File: config.mk
export PLATFORM = sky130hd
export DESIGN_NAME = bg_tile_fetcher_flat
export DESIGN_NICKNAME = d
export VERILOG_FILES = /design/src/rtl/bg_tile_fetcher_if.sv /design/src/rtl/bg_tile_fetcher.sv /design/src/flat_wrapper.sv
export SDC_FILE = /design/constraint.sdc
export NUM_CORES = 1
export LEC_CHECK = 0
export BUFFER_PORTS_ARGS = -buffer_cell sky130_fd_sc_hd__buf_4
export CAP_MARGIN = 40
export CORE_MARGIN = 1
export CORE_UTILIZATION = 55
export CTS_CLUSTER_DIAMETER = 80
export DETAILED_ROUTE_END_ITERATION = 8
export MAX_ROUTING_LAYER = met4
export PLACE_DENSITY = 0.79
export SLEW_MARGIN = 20
export SYNTH_ARGS = -nofsm -noshare
export SYNTH_HDL_FRONTEND = slang
export SYNTH_SLANG_ARGS = --single-unit
File: constraint.sdc
create_clock -name clk -period 3.6 [get_ports clk]
set_input_delay 0.18 -clock clk [delete_from_list [all_inputs] [get_ports clk]]
set_output_delay 0.18 -clock clk [all_outputs]
set_load 0.05 [all_outputs]
File: src/rtl/bg_tile_fetcher_if.sv
// VRAM read port and background pixel stream of the tile fetcher.
// The fetcher drives the master side; VRAM arbiter and pixel mixer sit on the slave side.
interface bg_tile_fetcher_if;
   logic        vram_rd_req;
   logic [15:0] vram_addr;
   logic        vram_rd_ack;
   logic [7:0]  vram_rd_data;
   logic        pix_valid;
   logic        pix_ready;
   logic [3:0]  bg_pixel;

   modport master (
      output vram_rd_req, vram_addr, pix_valid, bg_pixel,
      input  vram_rd_ack, vram_rd_data, pix_ready
   );

   modport slave (
      input  vram_rd_req, vram_addr, pix_valid, bg_pixel,
      output vram_rd_ack, vram_rd_data, pix_ready
   );
endinterface

File: src/rtl/bg_tile_fetcher.sv
// Background tile fetcher: per tile reads nametable, attribute and both pattern planes,
// then streams 8 pixels MSB first while the next tile is fetched.
module bg_tile_fetcher #(
   parameter int NUM_TILES    = 32,
   parameter int PIX_PER_TILE = 8
) (
   input  logic              clk,
   input  logic              rst_n,
   input  logic              line_start,
   input  logic [8:0]        line_row,
   input  logic [7:0]        ppu_ctrl1,
   output logic [8:0]        req_pixel_row,
   output logic [8:0]        req_pixel_col,
   input  logic [15:0]       nametable_ptr,
   input  logic [2:0]        pattern_table_offset,
   bg_tile_fetcher_if.master bus,
   output logic              line_busy,
   output logic              line_done
);

   typedef enum logic [2:0] {IDLE, NT, AT, PT_LO, PT_HI, WAIT_BUF} state_t;

   typedef struct packed {
      logic [1:0] attr;
      logic [7:0] lo;
      logic [7:0] hi;
   } tile_t;

   localparam logic [4:0] LAST_TILE = 5'(NUM_TILES - 1);
   localparam logic [3:0] FULL_CNT  = 4'(PIX_PER_TILE);

   state_t      state, state_nxt;
   tile_t       staging, shifter;
   logic [7:0]  tile_id;
   logic [4:0]  tile_idx;
   logic [3:0]  shift_cnt;
   logic        last_loaded;
   logic        accept, xfer, pix_take, last_tile;
   logic [2:0]  attr_shift;
   logic [15:0] pt_addr;
   logic        unused_ctrl;

   assign unused_ctrl = &{1'b0, ppu_ctrl1[7:5], ppu_ctrl1[3:0]};

   // A new line waits until the previous line's last pixels have drained.
   assign accept     = (state == IDLE) && line_start && !line_busy;
   assign pix_take   = bus.pix_valid && bus.pix_ready;
   assign xfer       = (state == WAIT_BUF) &&
                       ((shift_cnt == 4'd0) || ((shift_cnt == 4'd1) && bus.pix_ready));
   assign last_tile  = (tile_idx == LAST_TILE);
   assign attr_shift = {nametable_ptr[6], nametable_ptr[1], 1'b0};
   assign pt_addr    = {3'b000, ppu_ctrl1[4], tile_id, 1'b0, pattern_table_offset};

   assign bus.pix_valid = (shift_cnt != 4'd0);
   assign bus.bg_pixel  = {shifter.attr, shifter.hi[7], shifter.lo[7]};
   assign req_pixel_col = {1'b0, tile_idx, 3'b000};

   always_ff @(posedge clk or negedge rst_n) begin
      if (!rst_n) state <= IDLE;
      else        state <= state_nxt;
   end

   always_comb begin
      // NOTE: default assignment first so every path drives state_nxt; otherwise a latch is inferred.
      state_nxt = state;
      unique case (state)
         IDLE:     if (accept)          state_nxt = NT;
         NT:       if (bus.vram_rd_ack) state_nxt = AT;
         AT:       if (bus.vram_rd_ack) state_nxt = PT_LO;
         PT_LO:    if (bus.vram_rd_ack) state_nxt = PT_HI;
         PT_HI:    if (bus.vram_rd_ack) state_nxt = WAIT_BUF;
         WAIT_BUF: if (xfer)            state_nxt = last_tile ? IDLE : NT;
         default:                       state_nxt = IDLE;
      endcase
   end

   // Addresses are built from registered or generator-held inputs, so they stay put until ack.
   always_comb begin
      bus.vram_rd_req = 1'b0;
      bus.vram_addr   = 16'h0000;
      case (state)
         NT: begin
            bus.vram_rd_req = 1'b1;
            bus.vram_addr   = nametable_ptr;
         end
         AT: begin
            bus.vram_rd_req = 1'b1;
            bus.vram_addr   = 16'h23C0 | (nametable_ptr & 16'h0C00) |
                              ((nametable_ptr >> 4) & 16'h0038) |
                              ((nametable_ptr >> 2) & 16'h0007);
         end
         PT_LO: begin
            bus.vram_rd_req = 1'b1;
            bus.vram_addr   = pt_addr;
         end
         PT_HI: begin
            bus.vram_rd_req = 1'b1;
            bus.vram_addr   = pt_addr | 16'h0008;
         end
         default: ;
      endcase
   end

   always_ff @(posedge clk or negedge rst_n) begin
      if (!rst_n) begin
         req_pixel_row <= '0;
         tile_idx      <= '0;
         tile_id       <= '0;
         staging       <= '0;
         shifter       <= '0;
         shift_cnt     <= '0;
         last_loaded   <= 1'b0;
         line_busy     <= 1'b0;
         line_done     <= 1'b0;
      end else begin
         // NOTE: non-blocking assignments so every register here samples pre-edge values.
         line_done <= 1'b0;

         if (accept) begin
            req_pixel_row <= line_row;
            tile_idx      <= '0;
            line_busy     <= 1'b1;
            last_loaded   <= 1'b0;
         end

         if (bus.vram_rd_ack) begin
            case (state)
               NT:      tile_id      <= bus.vram_rd_data;
               AT:      staging.attr <= 2'(bus.vram_rd_data >> attr_shift);
               PT_LO:   staging.lo   <= bus.vram_rd_data;
               PT_HI:   staging.hi   <= bus.vram_rd_data;
               default: ;
            endcase
         end

         if (xfer) begin
            shifter   <= staging;
            shift_cnt <= FULL_CNT;
            if (last_tile) last_loaded <= 1'b1;
            else           tile_idx    <= tile_idx + 5'd1;
         end else if (pix_take) begin
            shifter.lo <= {shifter.lo[6:0], 1'b0};
            shifter.hi <= {shifter.hi[6:0], 1'b0};
            shift_cnt  <= shift_cnt - 4'd1;
         end

         // Final pixel of the last tile leaves: close the line in the same edge.
         if (pix_take && (shift_cnt == 4'd1) && last_loaded) begin
            line_done   <= 1'b1;
            line_busy   <= 1'b0;
            last_loaded <= 1'b0;
         end
      end
   end

endmodule

File: src/flat_wrapper.sv
// flat-port wrapper written by rule: the top's interface ports become plain ports
module bg_tile_fetcher_flat 
#(
   parameter int NUM_TILES    = 32,
   parameter int PIX_PER_TILE = 8
)
  (clk, rst_n, line_start, line_row, ppu_ctrl1, req_pixel_row, req_pixel_col, nametable_ptr, pattern_table_offset, line_busy, line_done, bus_vram_rd_req, bus_vram_addr, bus_pix_valid, bus_bg_pixel, bus_vram_rd_ack, bus_vram_rd_data, bus_pix_ready);
  bg_tile_fetcher_if bus_i ();
  input  logic clk;
  input  logic rst_n;
  input  logic line_start;
  input  logic [8:0] line_row;
  input  logic [7:0] ppu_ctrl1;
  output logic [8:0] req_pixel_row;
  output logic [8:0] req_pixel_col;
  input  logic [15:0] nametable_ptr;
  input  logic [2:0] pattern_table_offset;
  output logic line_busy;
  output logic line_done;
  output wire logic [$bits(bus_i.vram_rd_req)-1:0] bus_vram_rd_req;
  output wire logic [$bits(bus_i.vram_addr)-1:0] bus_vram_addr;
  output wire logic [$bits(bus_i.pix_valid)-1:0] bus_pix_valid;
  output wire logic [$bits(bus_i.bg_pixel)-1:0] bus_bg_pixel;
  input wire logic [$bits(bus_i.vram_rd_ack)-1:0] bus_vram_rd_ack;
  input wire logic [$bits(bus_i.vram_rd_data)-1:0] bus_vram_rd_data;
  input wire logic [$bits(bus_i.pix_ready)-1:0] bus_pix_ready;
  assign bus_vram_rd_req = bus_i.vram_rd_req;
  assign bus_vram_addr = bus_i.vram_addr;
  assign bus_pix_valid = bus_i.pix_valid;
  assign bus_bg_pixel = bus_i.bg_pixel;
  assign bus_i.vram_rd_ack = bus_vram_rd_ack;
  assign bus_i.vram_rd_data = bus_vram_rd_data;
  assign bus_i.pix_ready = bus_pix_ready;
  bg_tile_fetcher #(.NUM_TILES(NUM_TILES), .PIX_PER_TILE(PIX_PER_TILE)) u_core (.clk(clk), .rst_n(rst_n), .line_start(line_start), .line_row(line_row), .ppu_ctrl1(ppu_ctrl1), .req_pixel_row(req_pixel_row), .req_pixel_col(req_pixel_col), .nametable_ptr(nametable_ptr), .pattern_table_offset(pattern_table_offset), .bus(bus_i), .line_busy(line_busy), .line_done(line_done));
endmodule
; Word-level counts from Yosys, hierarchy flattened
; Cells that the tools add are included.
[totals]
ff_bits = 68
out_inout_bits = 42
word_cells = 76
[classes]
n_addsub = 2
eq_ne = 13
shift = 1
n_mux = 24
n_bitwise = 2
reduce_logical = 20
[ops]
columns = op, n
row1 = case mux 16 bit (4 select lines), 1
row2 = 2-to-1 mux 16 bit, 2
row3 = 2-to-1 mux 3 bit, 6
row4 = case mux 3 bit (6 select lines), 1
row5 = OR 16 x 3 -> 16 bit, 1
row6 = 2-to-1 mux 5 bit, 3
row7 = OR 14 x 6 -> 14 bit, 1
row8 = 2-to-1 mux 1 bit, 9
row9 = 2-to-1 mux 4 bit, 2
row10 = inequality test 2 bit (second input constant), 4
row11 = AND reduction 2 bit, 4
row12 = right shift 8 x 3 -> 2 bit, 1
row13 = logical AND 1 bit, 7
row14 = == test 3 x 2 -> 1 bit (second input constant), 2
row15 = == test 3 bit (second input constant), 2
row16 = AND reduction 6 bit, 1
row17 = adder 5 x 1 -> 5 bit (second input constant), 1
row18 = == test 5 bit (second input constant), 1
row19 = == test 4 x 1 -> 1 bit (second input constant), 1
row20 = zero test 4 bit, 1
row21 = inequality test 2 x 1 -> 1 bit (second input constant), 2
row22 = nonzero test 2 bit, 2
row23 = nonzero test 4 bit, 1
row24 = OR reduction 4 bit, 1
row25 = other kinds (5), 5

; Depth between registers and ports, before layout
; Gate-level depths: netlist (run 1).
[depth]
ltp_word = 7
ltp_mapped = 7
depth_no_buf = 6

; Worst setup path before layout (run 1)
; OpenSTA, ideal clock, no wires.
[synth_path]
path_kind = register -> output
start = register u_core.state[0]
end = output bus_vram_addr[6]
t_arrival_ps = 2246
t_required_ps = 3420
setup_slack_ps = 1174
path_stages_with_launch = 6
path_cell_list = dfrtp_1 buf_2 buf_2 clkbuf_1 a21oi_1 o31ai_1
[synth_via]
elab_chain_cells = 2
[synth_lines]
columns = element, line_no
row1 = start: declaration, bg_tile_fetcher.sv:32  ; state_t state, state_nxt;
row2 = start signal: assignment, bg_tile_fetcher.sv:60  ; else state <= state_nxt;
row3 = "== test 3 bit, or another cell as far along", bg_tile_fetcher.sv:81  ; case (state)
row4 = case mux 16 bit (4 select lines) *, bg_tile_fetcher.sv:81
row5 = end: declaration, flat_wrapper.sv:21  ; output wire logic [$bits(bus_i.vram_addr)-1:0] bus_vram_addr;
; Mark *: on every way between the ends. The rest lies on a longest branch, timed or not.

; Final worst setup path (run 1)
[layout_path]
start = register u_core.state[2]
end = output bus_vram_addr[6]
; The elaborated chain is that of the path after synthesis.

==> out/results.ini, run 1 <==
[timing]
layout_min_cycle_time_ps=2370
relSlewSlack_pct=44.0
final-setup-viol-count=0
hold_viol=0
fmax_mhz=422
tns_ps=0
worstMarginPinSlew_ps=840
rsz0062_at_grt=no
skew_ps=9.91
timing.final.crit_share_pct=65.8
hold_ws_ps=48.5
final_max_slew_viol_count=0

[route]
drc_errors=7
drt-pass1-iter-count=6
viasPerCell=6.03
drt_iter0_markers=169
ant_nets=0
wl_per_cell_microns=17.3
finalWirelength_microns=8460
dr_total_vias=2948

[cells_and_area]
syn_to_final_growth_pct=22.2
drive_gt1_share_pct=37.9
multi_input_area_sq_mm=0.00180
fin_nets=460
antenna_cells=0
nFillCells=514
finalInstanceArea_sq_mm=0.00456
seq_area_sq_mm=0.00170

[synthesis]
yosysSeqAreaShare_pct=45.6
avgSynthCellArea_sq_um=10.9
synth_edf_count=0
syn_area_sq_mm=0.00373
synthArstFlopShare_pct=100
synth_cell_types=52
synthCells=341
synth-seq-cells=68
yosys_warnings=0
synth_ff_type=dfrtp_1

[global_routing]
gr-usage-all-layers_pct=26.2
grt_util_met2_pct=40.1
antenna_found_initial=0
grt-ovfl-total=0
busiest_layer=met2
grt_pass1_vias=2890
met1_usage_pct=35.1
grt_pass1_wl_microns=14200
grt_max_degree=52
gr-usage-met3_pct=6.00

[placement]
io_buffers=79
dpl_cell_area_sq_mm=0.00430
gp_congestion=0.793
dp_hpwl_microns=5770

[die]
rows=29
core-area_sq_mm=0.00646
dieArea_sq_mm=0.00712
initial_utilization_pct=57.8
die_h_microns=84.4
io-pin-count=91
die_width_microns=84.4

[cts]
cts_tree=built
clock_path_buffers=2
clk_latency_ps=350
ctsResizeCount=0
clk_pin_slew_ps=70
clock_sink_count=68
cts-htree-levels=3
cts_setup_buffers=0
ctsHoldBuffers=1
cts_root_buf=clkbuf_8
cts_buffers=9

[critical_path]
critPathKind=reg2out
cp-start-kind=flip-flop
cp.arrival_ps=2190
worstPathRequired_ps=3420
crit_path_end_kind=output port
crit_path_max_fanout=28

[outcome]
status=complete, but fails checks
violations=design-rule violations

[power]
ir_drop_mv=0.589
leakage_nw=2.12
p_per_area_mw_per_mm2=844

[hold_path]
hold_class=in2reg

[run]
maxCapViolations=0

## power by group
part / internal (W) / switching [W] / total (W)
Combinational: 0.000736 / 0.00115 / 0.00188
Clock: 0.000393 / 0.000314 / 0.000707
Sequential: 0.00103 / 0.000226 / 0.00126
## state kept, by name, indices dropped and copies added, names as in the netlist
signal	cells
u_core.state	3
u_core.req_pixel_row	9
u_core.staging	18
u_core.line_busy	1
u_core.last_loaded	1
u_core.bus.bg_pixel	4
u_core.tile_idx	5
u_core.shift_cnt	4
u_core.tile_id	8
u_core.shifter	14
u_core.line_done	1
## cells in the final DEF (no fill, tap or decap), types with 8 or more instances in the layout
master	netlist	final
a22oi_1	8	8
inv_1	10	10
o21ai_0	14	14
o31a_1	14	14
a21oi_1	14	14
a21boi_0	16	16
mux2_2	45	45
nor2_1	9	9
nand2_1	15	15
clkbuf_8	0	9
dfrtp_1	68	68
and3_1	18	18
buf_4	8	83
or4_1	15	15
## through the flow
| step | setup WS (ps) | utilization, % | instances | total power [W] |
|---|---|---|---|---|
| 2_1_floorplan | 1170 | - | 344 | 0.00265 |
| 3_3_place_gp | 1280 | 66.0 | 468 | 0.00305 |
| 3_5_place_dp | 1240 | 66.6 | 470 | 0.00312 |
| 4_1_cts | 1210 | 70.2 | 487 | 0.00383 |
| 5_1_grt | 990 | 70.6 | 489 | 0.00405 |
| 6_report | 1230 | 70.6 | 489 | 0.00385 |
## synth_stat cells (all sizes together) (2+ instances only)
master / count / area share [%]
ha: 4 / 1.3
a21o: 2 / 0.40
mux2i: 5 / 1.3
o32ai: 2 / 0.47
o21ai: 14 / 1.9
or3b: 2 / 0.47
nand3: 4 / 0.54
nand2b: 4 / 0.67
a22oi: 8 / 1.6
a21oi: 14 / 1.9
nand2: 15 / 1.5
o31a: 14 / 3.3
a311o: 2 / 0.54
xnor2: 2 / 0.47
nor2b: 3 / 0.50
or4: 15 / 3.0
o31ai: 4 / 0.80
nor2: 10 / 1.4
and3: 18 / 3.0
mux4: 2 / 1.2
nor3: 2 / 0.40
a21boi: 16 / 3.2
dfrtp: 68 / 46
mux2: 46 / 14
inv: 10 / 1.0
nand4b: 2 / 0.47
buf: 22 / 4.0
or2: 2 / 0.40
clkbuf: 14 / 1.4
## cell families (layout without fill, tap and decap cells)
group / Yosys count / count (layout) / synth area share, %
muxes: 53 / 53 / 16.4
AOI/OAI and AO/OA: 80 / 80 / 15.0
xor gates and xnor gates: 3 / 3 / 0.704
buffers and inverters: 46 / 114 / 6.37
adders and majority gates: 4 / 4 / 1.34
DFF: 68 / 68 / 45.6
other: 1 / 4 / 0.101
and+or+nand+nor: 86 / 86 / 14.5
## worst max-delay path, stage by stage, from the launching register on
cell,delay [ps]
dfrtp_1,890
nor3b_1,280
buf_4,230
nand2_1,80
o31ai_1,80
buf_4,260
## layer usage
| layer | vias to the layer above | part of all wire, % | wire [microns] |
|---|---|---|---|
| met5 | - | 0 | 0 |
| met4 | 0 | 1.8 | 148 |
| li1 | 1377 | - | - |
| met3 | 15 | 4.2 | 356 |
| met2 | 81 | 49 | 4150 |
| met1 | 1475 | 45 | 3800 |
## final timing paths
check	start	end	slack, ps	cells past startpoint
worst max register to register	u_core.state[2]	u_core.shifter[2]	1260	3
worst min-delay path	line_row[8]	u_core.req_pixel_row[8]	50	2
max in group asynchronous	rst_n	u_core.state[2]	2830	3
worst min register to register	u_core.req_pixel_row[8]	u_core.req_pixel_row[8]	500	1
min in group asynchronous	rst_n	u_core.shifter[2]	240	2
worst max-delay path	u_core.state[2]	bus_vram_addr[6]	1230	5
## area by class of cell
| cell class | instances | share of cell area (%) |
|---|---|---|
| Tap cell | 77 | 2.11 |
| Clock buffer | 9 | 2.72 |
| Sequential cell | 68 | 37.3 |
| Multi-Input combinational cell | 230 | 39.6 |
| Clock inverter | 7 | 2.14 |
| Inverter | 10 | 0.823 |
| Timing Repair Buffer | 88 | 15.3 |
No activity file was read; power rests on OpenSTA's default activity.
==> run 2: changes to the inputs <==
CORE_UTILIZATION = 49   (was 55)
PLACE_DENSITY = 0.74   (was 0.79)
clock period = 2.1 ns   (was 3.6 ns; I/O delays follow)
==> run 2 against run 1 <==
Compared with the run above:
- the run now ends clean
- global-route usage fell by 2.1 points
- core utilization decreased by 5.7 points
- sequential power up 66%
- clock skew rose by 1.9 ps
- sequential share of layout area shrank 1.3 points
- first-iteration DRC count decreased by 34%
- register-to-register slack got worse by 1100 ps
- via count is 1.3% higher
- largest cell class unchanged
==> out/results.ini, run 2 (synthesis gave the netlist of run 1 again) <==
[timing]
timing.final.crit_share_pct=93.3
final-setup-viol-count=0
relSlewSlack_pct=59.6
hold_viol=0
layout_min_cycle_time_ps=1960
final_max_slew_viol_count=0
skew_ps=11.8
fmax_mhz=510
rsz0062_at_grt=no
tns_ps=0
hold_ws_ps=20.3
worstMarginPinSlew_ps=605

[placement]
dp_cells=504
dp_hpwl_microns=5930
io_buffers=79
gp_congestion=0.775

[power]
switching_power_w=0.00292
seqPwrFrac_pct=31.7
p_per_area_mw_per_mm2=1390
ir_drop_mv=0.835
power.internal_w=0.00368
power_frac_comb_pct=51.9
p_clk_share_pct=16.4
leakage_nw=2.19
swShare_pct=44.2

[critical_path]
crit_path_end_kind=flip-flop
rr_worst_depth=6
cp-start-kind=flip-flop
crit_path_top_delay_cell=dfrtp_2
max_stage_delay_ps=440
critPathKind=reg2reg
crit_buf_inv=0
path_cells=ha_1 -> and3_1 -> ha_1 -> nand4bb_1 -> or4_1 -> mux2i_1
cp.arrival_ps=2180
worstPathRequired_ps=2320
cpMostUsedCell=ha_1
cp.depth=6
path_delay_family=simple AND/OR/NAND/NOR gates
crit_path_max_fanout=5

[cells_and_area]
stdcell_count=530
drive_gt1_share_pct=40.1
layout_common_cells=buf_4, dfrtp_1, mux2_2
fin_util_pct=64.9
antenna_cells=0
reg_top3=u_core.staging (18), u_core.shifter (14), u_core.req_pixel_row (9)
top_register=u_core.staging
fin_nets=479
syn_to_final_growth_pct=26.9
layout_commonest_cell=buf_4
nFillCells=616
largest_reg_flops=18

[cts]
clock_path_buffers=2
clock_sink_count=68
clk_pin_slew_ps=80
cts_buffers=9
cts-htree-levels=3
cts_root_buf=clkbuf_8
clk_latency_ps=350
cts_tree=built

[die]
dieArea_sq_mm=0.00797
die_width_microns=89.3
die_h_microns=89.3
core-area_sq_mm=0.00729
rows=31
initial_utilization_pct=51.2
io-pin-count=91

[route]
wl_per_cell_microns=16.4
finalWirelength_microns=8680
drt-pass1-iter-count=5
viasPerCell=5.63
drt_iter0_markers=112
ant_nets=0
dr_total_vias=2985
drc_errors=0

[global_routing]
grt_pass1_wl_microns=14000
gr-usage-all-layers_pct=24.1
antenna_found_initial=0
grt_pass1_vias=2824
grt_max_degree=48
grt-ovfl-total=0

[hold_path]
hold_class=in2reg
hold_depth=2

[outcome]
status=completed

[run]
maxCapViolations=0

[run 2: cell types whose count changed in the layout (fill, tap and decap cells not counted), sizes merged]
cell         before  now
clkinvlp          2    3
clkinv            1    2
inv              12   11
bufinv            2    1
dlygate4sd3       1   10
buf              87   97
[run 2: what timing repair did]
action / 4_1_cts / 5_1_grt
endpoints found under the setup margin: 0 / 5
gates resized for setup: 0 / 2
setup buffers: 0 / 0
hold buffers: 10 / 0
endpoints found under the hold margin: 54 / 0
[run 2: through the flow]
step	total power [W]	instance area, sq um	setup slack [ps]
2_1_floorplan	0.00461	3760	-9.59
3_3_place_gp	0.00542	4420	133
3_5_place_dp	0.00551	4430	174
4_1_cts	0.00663	4730	104
5_1_grt	0.00698	4730	47.2
6_report	0.00660	4730	141
[run 2: final cells by class]
type	count	area (sq um)	area share (%)
clock buffers	9	124	2.62
clock inverters	7	75.1	1.59
inverters	10	37.5	0.793
multi-input cells	230	1830	38.6
flip-flops and latches	68	1700	36.0
well taps	99	124	2.62
repair buffers	107	841	17.8
[run 2: per-layer routing]
metal  global-route usage (%)  vias up  wire [microns]
li1                         -     1414               -
met1                     31.7     1506            4000
met2                     38.3       55            4360
met3                     5.36       10             247
met4                     5.48        0              72
met5                        -        -               0
[run 2: power by group through the flow]
stage / sequential (W) / combinational (W) / clock, W
floorplan: 0.00209 / 0.00252 / 0
global placement: 0.00208 / 0.00334 / 0
detailed placement: 0.00211 / 0.00341 / 0
CTS: 0.00208 / 0.00344 / 0.00110
global route: 0.00216 / 0.00367 / 0.00116
finish: 0.00209 / 0.00342 / 0.00108
[run 2: path summary, 6_finish.rpt]
path	startpoint	slack [ps]	to
setup / recovery	u_core.tile_idx[0]	140	u_core.tile_idx[2]
hold / removal	bus_vram_rd_data[1]	20	u_core.tile_id[1]
min in group asynchronous	rst_n	300	u_core.bus.bg_pixel[0]
hold reg to reg	u_core.req_pixel_row[8]	500	u_core.req_pixel_row[8]
max in group asynchronous	rst_n	1180	u_core.shift_cnt[0]
setup reg to reg	u_core.tile_idx[0]	140	u_core.tile_idx[2]
==> run 3: changes to the inputs <==
CORE_UTILIZATION = 50   (was 49)
CTS_BUF_LIST = sky130_fd_sc_hd__clkbuf_8   (was not set)
PLACE_DENSITY = 0.75   (was 0.74)
==> run 3 against run 2 <==
Compared with the run above:
- first-iteration DRC count rose by 43%
- global-route usage decreased by 0.47 points
- design area increased by 0.71%
- non-clock buffer count is 1 higher
- critical path depth is the same
- core utilization is 1.2 points higher
- routed wire length shrank 0.74%
==> out/results.ini, run 3 (synthesis gave the netlist of run 1 again) <==
[timing]
final_max_slew_viol_count=0
rsz0062_at_grt=no
layout_min_cycle_time_ps=1970
hold_viol=0
skew_ps=7.62
fmax_mhz=506
timing.final.crit_share_pct=94.0
final-setup-viol-count=0

[critical_path]
crit_path_end_kind=flip-flop
cp.arrival_ps=2240
max_stage_delay_ps=440
cpMostUsedCell=ha_1
path_cells=ha_1 -> and3_1 -> ha_1 -> nand4b_1 -> nor4_1 -> mux2i_1
crit_buf_inv=0
path_delay_family=simple AND/OR/NAND/NOR gates
worstPathRequired_ps=2370
crit_path_max_fanout=5
critPathKind=reg2reg
cp-start-kind=flip-flop
crit_path_top_delay_cell=dfrtp_2

[cells_and_area]
syn_to_final_growth_pct=27.8
nFillCells=593
top_register=u_core.staging
reg_top3=u_core.staging (18), u_core.shifter (14), u_core.req_pixel_row (9)
finalInstanceArea_sq_mm=0.00477
drive_gt1_share_pct=40.3
layout_commonest_cell=buf_4
layout_common_cells=buf_4, dfrtp_1, mux2_2
antenna_cells=0
fin_nets=480
largest_reg_flops=18

[route]
dr_total_vias=2945
finalWirelength_microns=8610
drt_iter0_markers=160
drt-pass1-iter-count=5
ant_nets=0
wl_per_cell_microns=16.2
viasPerCell=5.55
drc_errors=0

[power]
p_per_area_mw_per_mm2=1410
power_w=0.00672
ir_drop_mv=0.769
leakage_nw=2.21

[die]
dieArea_sq_mm=0.00781
io-pin-count=91
initial_utilization_pct=51.7
die_h_microns=88.4
rows=31
core-area_sq_mm=0.00721
die_width_microns=88.4

[hold_path]
hold_class=in2reg

[cts]
cts-htree-levels=3
clock_sink_count=68
cts_tree=built
clock_path_buffers=2
clk_pin_slew_ps=80
clk_latency_ps=340
cts_setup_buffers=0
cts_buffers=9
cts_root_buf=clkbuf_8

[global_routing]
antenna_found_initial=0
grt_pass1_vias=2672
grt_max_degree=39
gr-usage-all-layers_pct=23.6
grt-ovfl-total=0
grt_pass1_wl_microns=13500

[run]
maxCapViolations=0

[placement]
dpl_cell_area_sq_mm=0.00444
io_buffers=79
gp_congestion=0.771
dp_hpwl_microns=6010

[outcome]
status=completed

-- run 3: changes by cell type in the layout (fill, tap and decap cells not counted) --
| cell | delta |
|---|---|
| buf_4 | +1 |
| inv_6 | -1 |
| bufinv_16 | +1 |
| clkbuf_8 | +1 |
| clkinv_4 | -1 |
-- run 3: metrics by stage --
stage                     utilization (%)  std cells  hold WS, ps  setup TNS, ps  worst slack (ps)
final                                66.1        531         21.8              0               125
after floorplan                         -        344         -191          -19.2             -9.59
after global routing                 66.1        531         11.8              0              44.4
after detailed placement             61.5        505         99.8              0               175
after CTS                            65.9        530        0.361              0              43.3
after global placement               61.4        504         99.8              0               142
-- run 3: worst paths after layout --
| check | from | endpoint | slack, ps | depth (start not counted) |
|---|---|---|---|---|
| worst min register to register | u_core.staging[10] | u_core.staging[10] | 500 | 1 |
| worst max register to register | u_core.tile_idx[0] | u_core.tile_idx[3] | 130 | 6 |
| min in group asynchronous | rst_n | u_core.staging[3] | 270 | 2 |
| worst max-delay path | u_core.tile_idx[0] | u_core.tile_idx[3] | 130 | 6 |
| max in group asynchronous | rst_n | u_core.shifter[8] | 1220 | 3 |
| worst min-delay path | bus_vram_rd_data[1] | u_core.tile_id[1] | 20 | 2 |
-- run 3: routing by layer --
layer	track usage [%]	routed length (microns)
met1	32.5	3990
met2	35.5	4260
met3	3.92	234
met4	8.36	131
met5	-	0
-- run 3: area by class of cell --
type	count	area [sq um]	area share (%)
clock buffer	10	138	2.89
clock inverter	6	87.6	1.84
inverter	10	37.5	0.787
multi-input combinational	230	1830	38.3
sequential	68	1700	35.7
tap	99	124	2.60
timing repair buffer	108	848	17.8
-- run 3: what timing repair did --
action,CTS,global route
gates resized for setup,0,2
endpoints found under the setup margin,0,11
hold endpoints to repair,44,1
hold buffers,9,1
-- run 3: report_power, final --
| part | internal (W) | switching [W] | leakage [nW] |
|---|---|---|---|
| clock network | 0.000698 | 0.000510 | 0.105 |
| registers | 0.00178 | 0.000340 | 0.861 |
| logic | 0.00135 | 0.00204 | 1.25 |
| total | 0.00383 | 0.00289 | 2.21 |
